### src/rtl/alu_op_issue.sv
// alu_op_issue: decodes a MIPS instruction plus GPR operands into an ALU op/operand pair
// and queues it in a DEPTH-entry valid/ready FIFO feeding EX.
module alu_op_issue #(
   parameter int DEPTH = 2,
   parameter int CNT_W = 16
) (
   input  logic             clk_i,
   input  logic             rst_n,
   input  logic             flush_i,
   input  logic             in_valid_i,
   output logic             in_ready_o,
   input  logic [31:0]      instr_i,
   input  logic [31:0]      rs_data_i,
   input  logic [31:0]      rt_data_i,
   output logic             out_valid_o,
   input  logic             out_ready_i,
   output logic [3:0]       alu_ctrl_o,
   output logic [31:0]      src1_o,
   output logic [31:0]      src2_o,
   output logic             illegal_o,
   output logic [CNT_W-1:0] issue_cnt_o
);
   localparam int PW = $clog2(DEPTH);
   localparam int CW = $clog2(DEPTH + 1);

   logic [5:0]  op, fn;
   logic [4:0]  sh;
   logic [15:0] imm;
   logic [31:0] sext, zext, shamt;
   logic [3:0]  d_ctrl;
   logic [31:0] d_src1, d_src2;
   logic        d_ill;
   logic        unused_fields;

   assign op    = instr_i[31:26];
   assign fn    = instr_i[5:0];
   assign sh    = instr_i[10:6];
   assign imm   = instr_i[15:0];
   assign sext  = {{16{imm[15]}}, imm};
   assign zext  = {16'b0, imm};
   assign shamt = {21'b0, sh, 6'b0};
   assign unused_fields = ^instr_i[25:16];

   // Undecodable words still travel down the pipe, tagged illegal with ctrl 15.
   always_comb begin
      d_ctrl = 4'd15;
      d_src1 = '0;
      d_src2 = '0;
      d_ill  = 1'b1;
      case (op)
         6'h00: begin
            d_ill  = 1'b0;
            d_src1 = rs_data_i;
            d_src2 = rt_data_i;
            case (fn)
               6'h24: d_ctrl = 4'd0;
               6'h25: d_ctrl = 4'd1;
               6'h27: d_ctrl = 4'd3;
               6'h21: d_ctrl = 4'd4;
               6'h23: d_ctrl = 4'd5;
               6'h2A: d_ctrl = 4'd6;
               6'h2B: d_ctrl = 4'd11;
               6'h07: d_ctrl = 4'd9;
               6'h00: begin d_ctrl = 4'd12; d_src1 = shamt; end
               6'h03: begin d_ctrl = 4'd8;  d_src1 = shamt; end
               default: begin d_ill = 1'b1; d_src1 = '0; d_src2 = '0; end
            endcase
         end
         6'h09: begin d_ill = 1'b0; d_ctrl = 4'd4;  d_src1 = rs_data_i; d_src2 = sext; end
         6'h0B: begin d_ill = 1'b0; d_ctrl = 4'd11; d_src1 = rs_data_i; d_src2 = sext; end
         6'h0C: begin d_ill = 1'b0; d_ctrl = 4'd0;  d_src1 = rs_data_i; d_src2 = zext; end
         6'h0D: begin d_ill = 1'b0; d_ctrl = 4'd1;  d_src1 = rs_data_i; d_src2 = zext; end
         6'h0F: begin d_ill = 1'b0; d_ctrl = 4'd10; d_src2 = zext; end
         6'h04: begin d_ill = 1'b0; d_ctrl = 4'd5;  d_src1 = rs_data_i; d_src2 = rt_data_i; end
         default: ;
      endcase
   end

   logic [3:0]    ctrl_q [DEPTH];
   logic [31:0]   src1_q [DEPTH];
   logic [31:0]   src2_q [DEPTH];
   logic          ill_q  [DEPTH];
   logic [PW-1:0] wr_ptr, rd_ptr;
   logic [CW-1:0] count;
   logic          push, pop;

   assign in_ready_o  = count < CW'(DEPTH);
   assign out_valid_o = count != '0;
   assign push        = in_valid_i && in_ready_o && !flush_i;
   assign pop         = out_valid_o && out_ready_i && !flush_i;

   always_ff @(posedge clk_i or negedge rst_n) begin
      if (!rst_n) begin
         count       <= '0;
         wr_ptr      <= '0;
         rd_ptr      <= '0;
         issue_cnt_o <= '0;
      end else if (flush_i) begin
         count  <= '0;
         wr_ptr <= '0;
         rd_ptr <= '0;
      end else begin
         count <= count + CW'(push) - CW'(pop);
         if (push) wr_ptr <= wr_ptr + PW'(1);
         if (pop) begin
            rd_ptr      <= rd_ptr + PW'(1);
            issue_cnt_o <= issue_cnt_o + CNT_W'(1);
         end
      end
   end

   always_ff @(posedge clk_i) begin
      if (push) begin
         ctrl_q[wr_ptr] <= d_ctrl;
         src1_q[wr_ptr] <= d_src1;
         src2_q[wr_ptr] <= d_src2;
         ill_q[wr_ptr]  <= d_ill;
      end
   end

   assign alu_ctrl_o = out_valid_o ? ctrl_q[rd_ptr] : '0;
   assign src1_o     = out_valid_o ? src1_q[rd_ptr] : '0;
   assign src2_o     = out_valid_o ? src2_q[rd_ptr] : '0;
   assign illegal_o  = out_valid_o ? ill_q[rd_ptr]  : 1'b0;
endmodule

### config.mk
export PLATFORM = sky130hd
export DESIGN_NAME = alu_op_issue
export DESIGN_NICKNAME = d
export VERILOG_FILES = /design/src/rtl/alu_op_issue.sv
export SDC_FILE = /design/constraint.sdc
export NUM_CORES = 1
export LEC_CHECK = 0
export CELL_PAD_IN_SITES_DETAIL_PLACEMENT = 0
export CELL_PAD_IN_SITES_GLOBAL_PLACEMENT = 1
export CORE_UTILIZATION = 42
export CTS_BUF_LIST = sky130_fd_sc_hd__clkbuf_16
export DETAILED_ROUTE_END_ITERATION = 7
export PLACE_DENSITY = 0.91
export SYNTH_ARGS = -nofsm -noshare
export SYNTH_HDL_FRONTEND = slang
export SYNTH_SLANG_ARGS = --single-unit
### constraint.sdc
create_clock -name clk_i -period 7.4 [get_ports clk_i]
set_input_delay 1.48 -clock clk_i [delete_from_list [all_inputs] [get_ports clk_i]]
set_output_delay 1.48 -clock clk_i [all_outputs]
set_load 0.02 [all_outputs]
# == After elaboration in Yosys (flattened, before gate mapping) ==
# Memory sizes are Yosys's and may differ from the RTL's.
# Cells that the tools add are included.
# Widths: inputs -> output; s select.
# word_totals
register_bits,20
ram_bits,138
in_bits,101
wordCells,67
mem_count,4
# memory_table
memory,words,width,rd,rd_clocked_by_memory_dff,wr,line_no,source
src1_q,2,32,1,0,1,80,logic [31:0] src1_q [DEPTH];
src2_q,2,32,1,0,1,81,logic [31:0] src2_q [DEPTH];
ctrl_q,2,4,1,0,1,79,logic [3:0] ctrl_q [DEPTH];
ill_q,2,1,1,0,1,82,logic ill_q [DEPTH];
# classes
addsub,5
n_lt_le_gt_ge,1
n_eq_ne,15
mux,19
bitwise_logic,1
n_reduce_logical,18
# ops
operator,n
$pmux 32 s2,2
$pmux 32 s4,1
$mux 32,3
$eq 6x6->1 const B,7
$pmux 4 s10,1
$eq 6x4->1 const B,5
$pmux 4 s7,1
$add 16x1->16 const B,1
$eq 6x3->1 const B,2
$logic_not 6->1,2
$reduce_or 10->1,1
$mux 1,8
$reduce_or 8->1,1
$eq 6x2->1 const B,1
$reduce_bool 2->1,3
$reduce_or 6->1,1
$reduce_or 5->1,1
$logic_and 1x1->1,4
$mux 4,1
$reduce_or 2->1,2
$reduce_or 3->1,1
$add 1x1->1 const B,2
$add 2x1->2,1
$lt 2x2->1 const B,1
other kinds (6),6

# == Logic depth before layout (Yosys ltp) ==
# Gate-level depths: netlist of run 1.
# depth
word_depth,6
depth_mapped,8
mapped_depth_nobuf,8

# == Least setup slack after synthesis of run 1 ==
# No wires, ideal clock.
# synth_path
kind,input port to flip-flop
startpoint,in flush_i
endpoint,"mem ctrl_q[0][0], enable pin"
setup_ns,0.496
arrival_time_ns,4.730
required_ns,6.904
setup_slack_ns,2.174
stages,3
path_buffers,1
path_cell_list,clkbuf_1 > nand2b_1 > nor2_1
# synth_between
elab_chain_cells,4
# synth_rtl
item,line_no,source
from (decl),9,"input logic flush_i,"
$logic_not 1->1,89,assign push = in_valid_i && in_ready_o && !flush_i;
$logic_and 1x1->1,89,
$mux 1,113,if (push) begin
$mux 1 (not written as such),114,ctrl_q[wr_ptr] <= d_ctrl;
to (decl),79,
# No other way between the ends.

# == Final worst setup path of run 1 ==
# layout_path
startpoint,reg rd_ptr
endpoint,out src1_o[30]
# layout_between
elab_chain_cells,2
# layout_rtl
item,line_no,source
from (decl),83,"logic [PW-1:0] wr_ptr, rd_ptr;"
from (signal assigned),106,rd_ptr <= rd_ptr + PW'(1);
$mem_v2 2x32,-,
$mux 32,122,assign src1_o = out_valid_o ? src1_q[rd_ptr] : '0;
to (decl),18,"output logic [31:0] src1_o,"
# No other way between the ends.

==> results of run 1 <==
-- critical path, stage by stage (launching register included) --
cell	delay (ns)
dfrtp_4	0.63
buf_4	0.78
mux2i_1	0.19
nor2_1	0.17
clkdlybuf4s50_1	0.63
-- Yosys cell counts, types with 4 or more instances --
| cell | count | area share, % |
|---|---|---|
| nand2_1 | 14 | 0.72 |
| nand3_1 | 12 | 0.83 |
| a21boi_0 | 27 | 2.8 |
| edfxtp_1 | 138 | 57 |
| nor2_1 | 86 | 4.4 |
| clkbuf_1 | 18 | 0.93 |
| buf_6 | 4 | 0.62 |
| a21oi_1 | 5 | 0.34 |
| o21ai_0 | 5 | 0.34 |
| a22o_2 | 14 | 1.9 |
| mux2i_1 | 70 | 9.6 |
| and3_1 | 6 | 0.52 |
| xor2_1 | 6 | 0.72 |
| nor2b_1 | 10 | 0.86 |
| xnor2_1 | 16 | 1.9 |
| o2111ai_1 | 5 | 0.60 |
| inv_1 | 9 | 0.47 |
| nand4_1 | 7 | 0.60 |
| dfrtp_1 | 20 | 6.9 |
| nor3_1 | 4 | 0.28 |
| a21o_1 | 16 | 1.7 |
| buf_1 | 9 | 0.47 |
-- routing by layer --
layer / GRT usage, % / share of wire [%] / up-vias
li1: - / - / 2328
met1: 22.0 / 43 / 2416
met2: 32.1 / 52 / 142
met3: 3.96 / 4.3 / 16
met4: 5.62 / 1.3 / 0
met5: 0 / 0 / -
-- final timing paths --
path                                                  start                     endpoint  slack (ns)
worst max-delay path                     rd_ptr$_DFFE_PN0P_                   src1_o[30]        3.09
worst min-delay path            issue_cnt_o[15]$_DFFE_PN0P_  issue_cnt_o[15]$_DFFE_PN0P_        0.48
worst max register to register           count[1]$_DFF_PN0_       src1_q[1][2]$_DFFE_PP_        5.00
worst min register to register  issue_cnt_o[15]$_DFFE_PN0P_  issue_cnt_o[15]$_DFFE_PN0P_        0.48
max in group asynchronous                             rst_n           rd_ptr$_DFFE_PN0P_        5.18
min in group asynchronous                             rst_n  issue_cnt_o[10]$_DFFE_PN0P_        1.58
-- stage by stage --
stage          instances  cell area [um2]
2_1_floorplan        539             7260
3_3_place_gp         906             9180
3_5_place_dp         906             9180
4_1_cts              938             9760
5_1_grt              938             9760
6_report             938             9760
-- cell families after synthesis --
group,count (synthesis),synth area share [%]
xor+xnor,22,2.65
buf+inv,45,3.31
fa+ha+maj,3,0.517
mux,71,9.80
flops,158,63.9
simple gates,152,9.82
compound gates,88,9.97
-- power by group --
group / internal [mW] / switching, mW
Sequential: 1.03 / 0.0383
Combinational: 0.307 / 0.365
Clock: 0.494 / 0.336
Total: 1.84 / 0.739
-- sequential cells by signal (all words and copies together) (netlist names) --
register	count
count	2
ctrl_q	8
ill_q	2
issue_cnt_o	16
rd_ptr	1
src1_q	64
src2_q	64
wr_ptr	1
-- cell type report --
cell class              instances  area share, %
repair buffers                183           18.6
inverters                       9          0.346
multi-input cells             336           24.7
clock inverters                15           1.51
flip-flops and latches        158           47.6
well taps                     220           2.82
clock buffers                  17           4.36
==> flow_summary.json, run 1 <==
{
  "io-pin-count": 188,
  "num_antenna_cells": 0,
  "crit_type": "reg2out",
  "finalSetupTns_ns": 0,
  "grt_pass1_vias": 5018,
  "reg2regPathDepth": 4,
  "dp_hpwl_mm": 10.6,
  "port_buffers": 177,
  "syn_nets": 643,
  "hold_viol": 0,
  "grt_pass1_wl_mm": 24.9,
  "first_pass_iters": 4,
  "final_layout_size_suffix_gt1_share_pct": 8.36,
  "finalPower_mw": 2.58,
  "ys_types": 48,
  "synth_cells": 539,
  "critPathArrivalTime_ns": 2.83,
  "rsz0062_at_grt": "false",
  "numCtsBuffers": 17,
  "final_core_util_pct": 58.2,
  "endpoint_kind": "output pin",
  "p_leak_nw": 3.47,
  "nets": 809,
  "seq_area_frac_synth_pct": 63.9,
  "synth_seq_cells": 158,
  "core_area_um2": 16800,
  "final_cell_mix": "177 x clkdlybuf4s50_1, 138 x edfxtp_1, 83 x nor2_1",
  "slew_violations": 0,
  "cts.sinks": 158,
  "clk_pin_slew_ns": 0.06,
  "grt_max_degree": 53,
  "antenna_found_initial": 0,
  "worst_slew_pin_slew_ns": 1.17,
  "wl_mm": 15.9,
  "worst_setup_path_start_kind": "flip-flop",
  "relSlewSlack_pct": 22.0,
  "vias_per_cell": 5.23,
  "post-cts-setup-buffers": 0,
  "outcome": "complete, no violations",
  "root_buffer": "clkbuf_16",
  "hold_buffers": 0,
  "cap_viol_max_count": 0,
  "max_freq_mhz": 232,
  "finalSetupViolations": 0,
  "die-area_um2": 17800,
  "synth_warnings": 0,
  "ir_drop_mv": 0.144,
  "ys.flop_type": "edfxtp_1",
  "ff_latch_area_um2": 4650,
  "cts_resized": 0,
  "mostFrequentLayoutCell": "clkdlybuf4s50_1",
  "avgSynthCellArea_um2": 13.5,
  "area_delta_synth_final_pct": 34.3,
  "ys_async_sr_fraction_pct": 12.7,
  "whs_ns": 0.482,
  "syn_area_um2": 7260,
  "drc": 0,
  "hold_depth": 1,
  "pre_cts_slack_ns": 3.28,
  "n_fill_cell": 1337,
  "p_per_area_nw_per_um2": 264,
  "required_ns": 5.92,
  "ctsLongestPathBuffers": 2,
  "final.min_clock_period_ns": 4.31,
  "clk-insertion-delay-late_ns": 0.40,
  "synth_edf_count": 138,
  "post_drt_wl_per_cell_um": 17.0,
  "initial_core_util_pct": 43.3,
  "num_vias": 4902,
  "cts_tree": "built",
  "fin_crit_sh_pct": 58.2,
  "die_h_um": 134,
  "multi_input_area_um2": 2410,
  "track_usage_pct": 18.1,
  "cts_max_level": 4,
  "min_path_type": "reg2reg",
  "dieWidth_um": 134,
  "drtAntennaViolNets": 0,
  "rows": 47,
  "setup_ws_ns": 3.09,
  "gp_congestion": 0.888,
  "drt_first_iter_violations": 246,
  "grt_overflow": 0,
  "finClkSkew_ns": 0.00475,
  "crit_fanout": 52
}
(Power assumes the default switching activity.)
==> run 2, diff against run 1 <==
CORE_UTILIZATION = 35   (was 42)
PLACE_DENSITY = 0.82   (was 0.91)
clock period = 3.9 ns   (was 7.4 ns; I/O delays follow)
==> run 2 against run 1 <==
Net effect:
- clock skew is 0.0034 ns higher
- first-iteration DRC count down 28%
- via count is 0.71% higher
- largest cell class unchanged
==> flow_summary.json, run 2 (synthesis gave the netlist of run 1 again) <==
{
  "hold_buffers": 0,
  "pre_cts_slack_ns": 0.481,
  "use_met3_pct": 3.91,
  "area_delta_synth_final_pct": 36.0,
  "initial_core_util_pct": 35.8,
  "met1_usage_pct": 19.4,
  "first_pass_iters": 4,
  "critPathSlowestCell": "nor2_4",
  "ctsLongestPathBuffers": 2,
  "drc": 0,
  "cts.sinks": 158,
  "final.min_clock_period_ns": 3.24,
  "min_path_type": "reg2reg",
  "rsz0062_at_grt": "false",
  "clk-insertion-delay-late_ns": 0.41,
  "finalInstanceArea_um2": 9880,
  "grt_max_degree": 44,
  "post-cts-setup-buffers": 0,
  "dpl.cell_count": 961,
  "relSlewSlack_pct": 31.9,
  "cap_viol_max_count": 0,
  "finalSetupTns_ns": 0,
  "finalPower_mw": 4.91,
  "wl_mm": 16.9,
  "cts_max_level": 4,
  "crit_type": "reg2out",
  "crit_fanout": 43,
  "reg.largest.list": "src1_q x64, src2_q x64, issue_cnt_o x16",
  "track_usage_pct": 16.2,
  "num_vias": 4937,
  "required_ns": 3.12,
  "cp_cell_sequence": "nor2_4, buf_12, nor2_1, clkdlybuf4s50_1",
  "slew_violations": 0,
  "clk_pin_slew_ns": 0.06,
  "gp_congestion": 0.838,
  "final_cells": 993,
  "outcome": "complete, no violations",
  "setup_ws_ns": 0.663,
  "finalSetupViolations": 0,
  "placed_area_um2": 9310,
  "fin_crit_sh_pct": 83.0,
  "grt_overflow": 0,
  "worst_setup_path_start_kind": "flip-flop",
  "mostFrequentLayoutCell": "clkdlybuf4s50_1",
  "hold_viol": 0,
  "top_usage_layer": "met2",
  "port_buffers": 177,
  "rows": 52,
  "antenna_found_initial": 0,
  "cpPeakStageDelay_ns": 0.59,
  "cts_resized": 0,
  "worst_slew_pin_slew_ns": 1.01,
  "post_drt_wl_per_cell_um": 17.0,
  "whs_ns": 0.479,
  "io-pin-count": 188,
  "gr-usage-met2_pct": 28.4,
  "dieWidth_um": 146,
  "core_area_um2": 20300,
  "die_h_um": 146,
  "grt_pass1_vias": 5113,
  "numCtsBuffers": 17,
  "drt_first_iter_violations": 178,
  "grt_pass1_wl_mm": 26.6,
  "endpoint_kind": "output pin",
  "root_buffer": "clkbuf_16",
  "cts_tree": "built",
  "drtAntennaViolNets": 0,
  "p_leak_nw": 3.53,
  "final_layout_size_suffix_gt1_share_pct": 8.71,
  "num_antenna_cells": 0,
  "finClkSkew_ns": 0.00819,
  "final_core_util_pct": 48.7,
  "final_cell_mix": "177 x clkdlybuf4s50_1, 138 x edfxtp_1, 83 x nor2_1",
  "critPathArrivalTime_ns": 2.46,
  "vias_per_cell": 4.97,
  "die-area_um2": 21300,
  "ir_drop_mv": 0.252,
  "p_per_area_nw_per_um2": 497,
  "nets": 814,
  "dp_hpwl_mm": 11.4,
  "max_freq_mhz": 309
}
## run 2: changes by cell type in the layout (fill, tap and decap cells not counted), sizes merged
cell,before,now
clkinvlp,3,0
buf,6,11
clkinv,9,4
bufinv,2,1
inv,10,17
clkbuf,17,19
## run 2: layout make-up
cell class                      instances  area, um2
Inverter                                9       33.8
Multi-Input combinational cell        336       2410
Tap cell                              270        338
Timing Repair Buffer                  188       1880
Sequential cell                       158       4650
Clock buffer                           19        475
Fill cell                            1800      10400
Clock inverter                         13       95.1
## run 2: critical path, delay by kind of cell (launching register included)
kind                   cells  cell delay (ns)
buffers and inverters      2             0.89
AND/OR/NAND/NOR            2             0.69
flip-flops                 1             0.42
## run 2: worst paths after layout
kind | endpoint | from | slack [ns] | depth (start not counted)
max in group asynchronous | rd_ptr$_DFFE_PN0P_ | rst_n | 2.39 | 1
min in group asynchronous | issue_cnt_o[6]$_DFFE_PN0P_ | rst_n | 0.87 | 1
worst max register to register | count[1]$_DFF_PN0_ | count[1]$_DFF_PN0_ | 1.65 | 8
worst min register to register | issue_cnt_o[15]$_DFFE_PN0P_ | issue_cnt_o[15]$_DFFE_PN0P_ | 0.48 | 1
worst max-delay path | src2_o[0] | count[1]$_DFF_PN0_ | 0.66 | 4
worst min-delay path | issue_cnt_o[15]$_DFFE_PN0P_ | issue_cnt_o[15]$_DFFE_PN0P_ | 0.48 | 1
## run 2: power breakdown
part / switching, mW / internal [mW] / total (mW)
sequential: 0.0784 / 1.96 / 2.04
clock: 0.623 / 0.943 / 1.57
combinational: 0.702 / 0.600 / 1.30
## run 2: layer usage
layer  share of wire (%)  up-vias
li1                    -     2341
met1                  43     2417
met2                  51      161
met3                 4.5       18
met4                 1.8        0
met5                   0        -
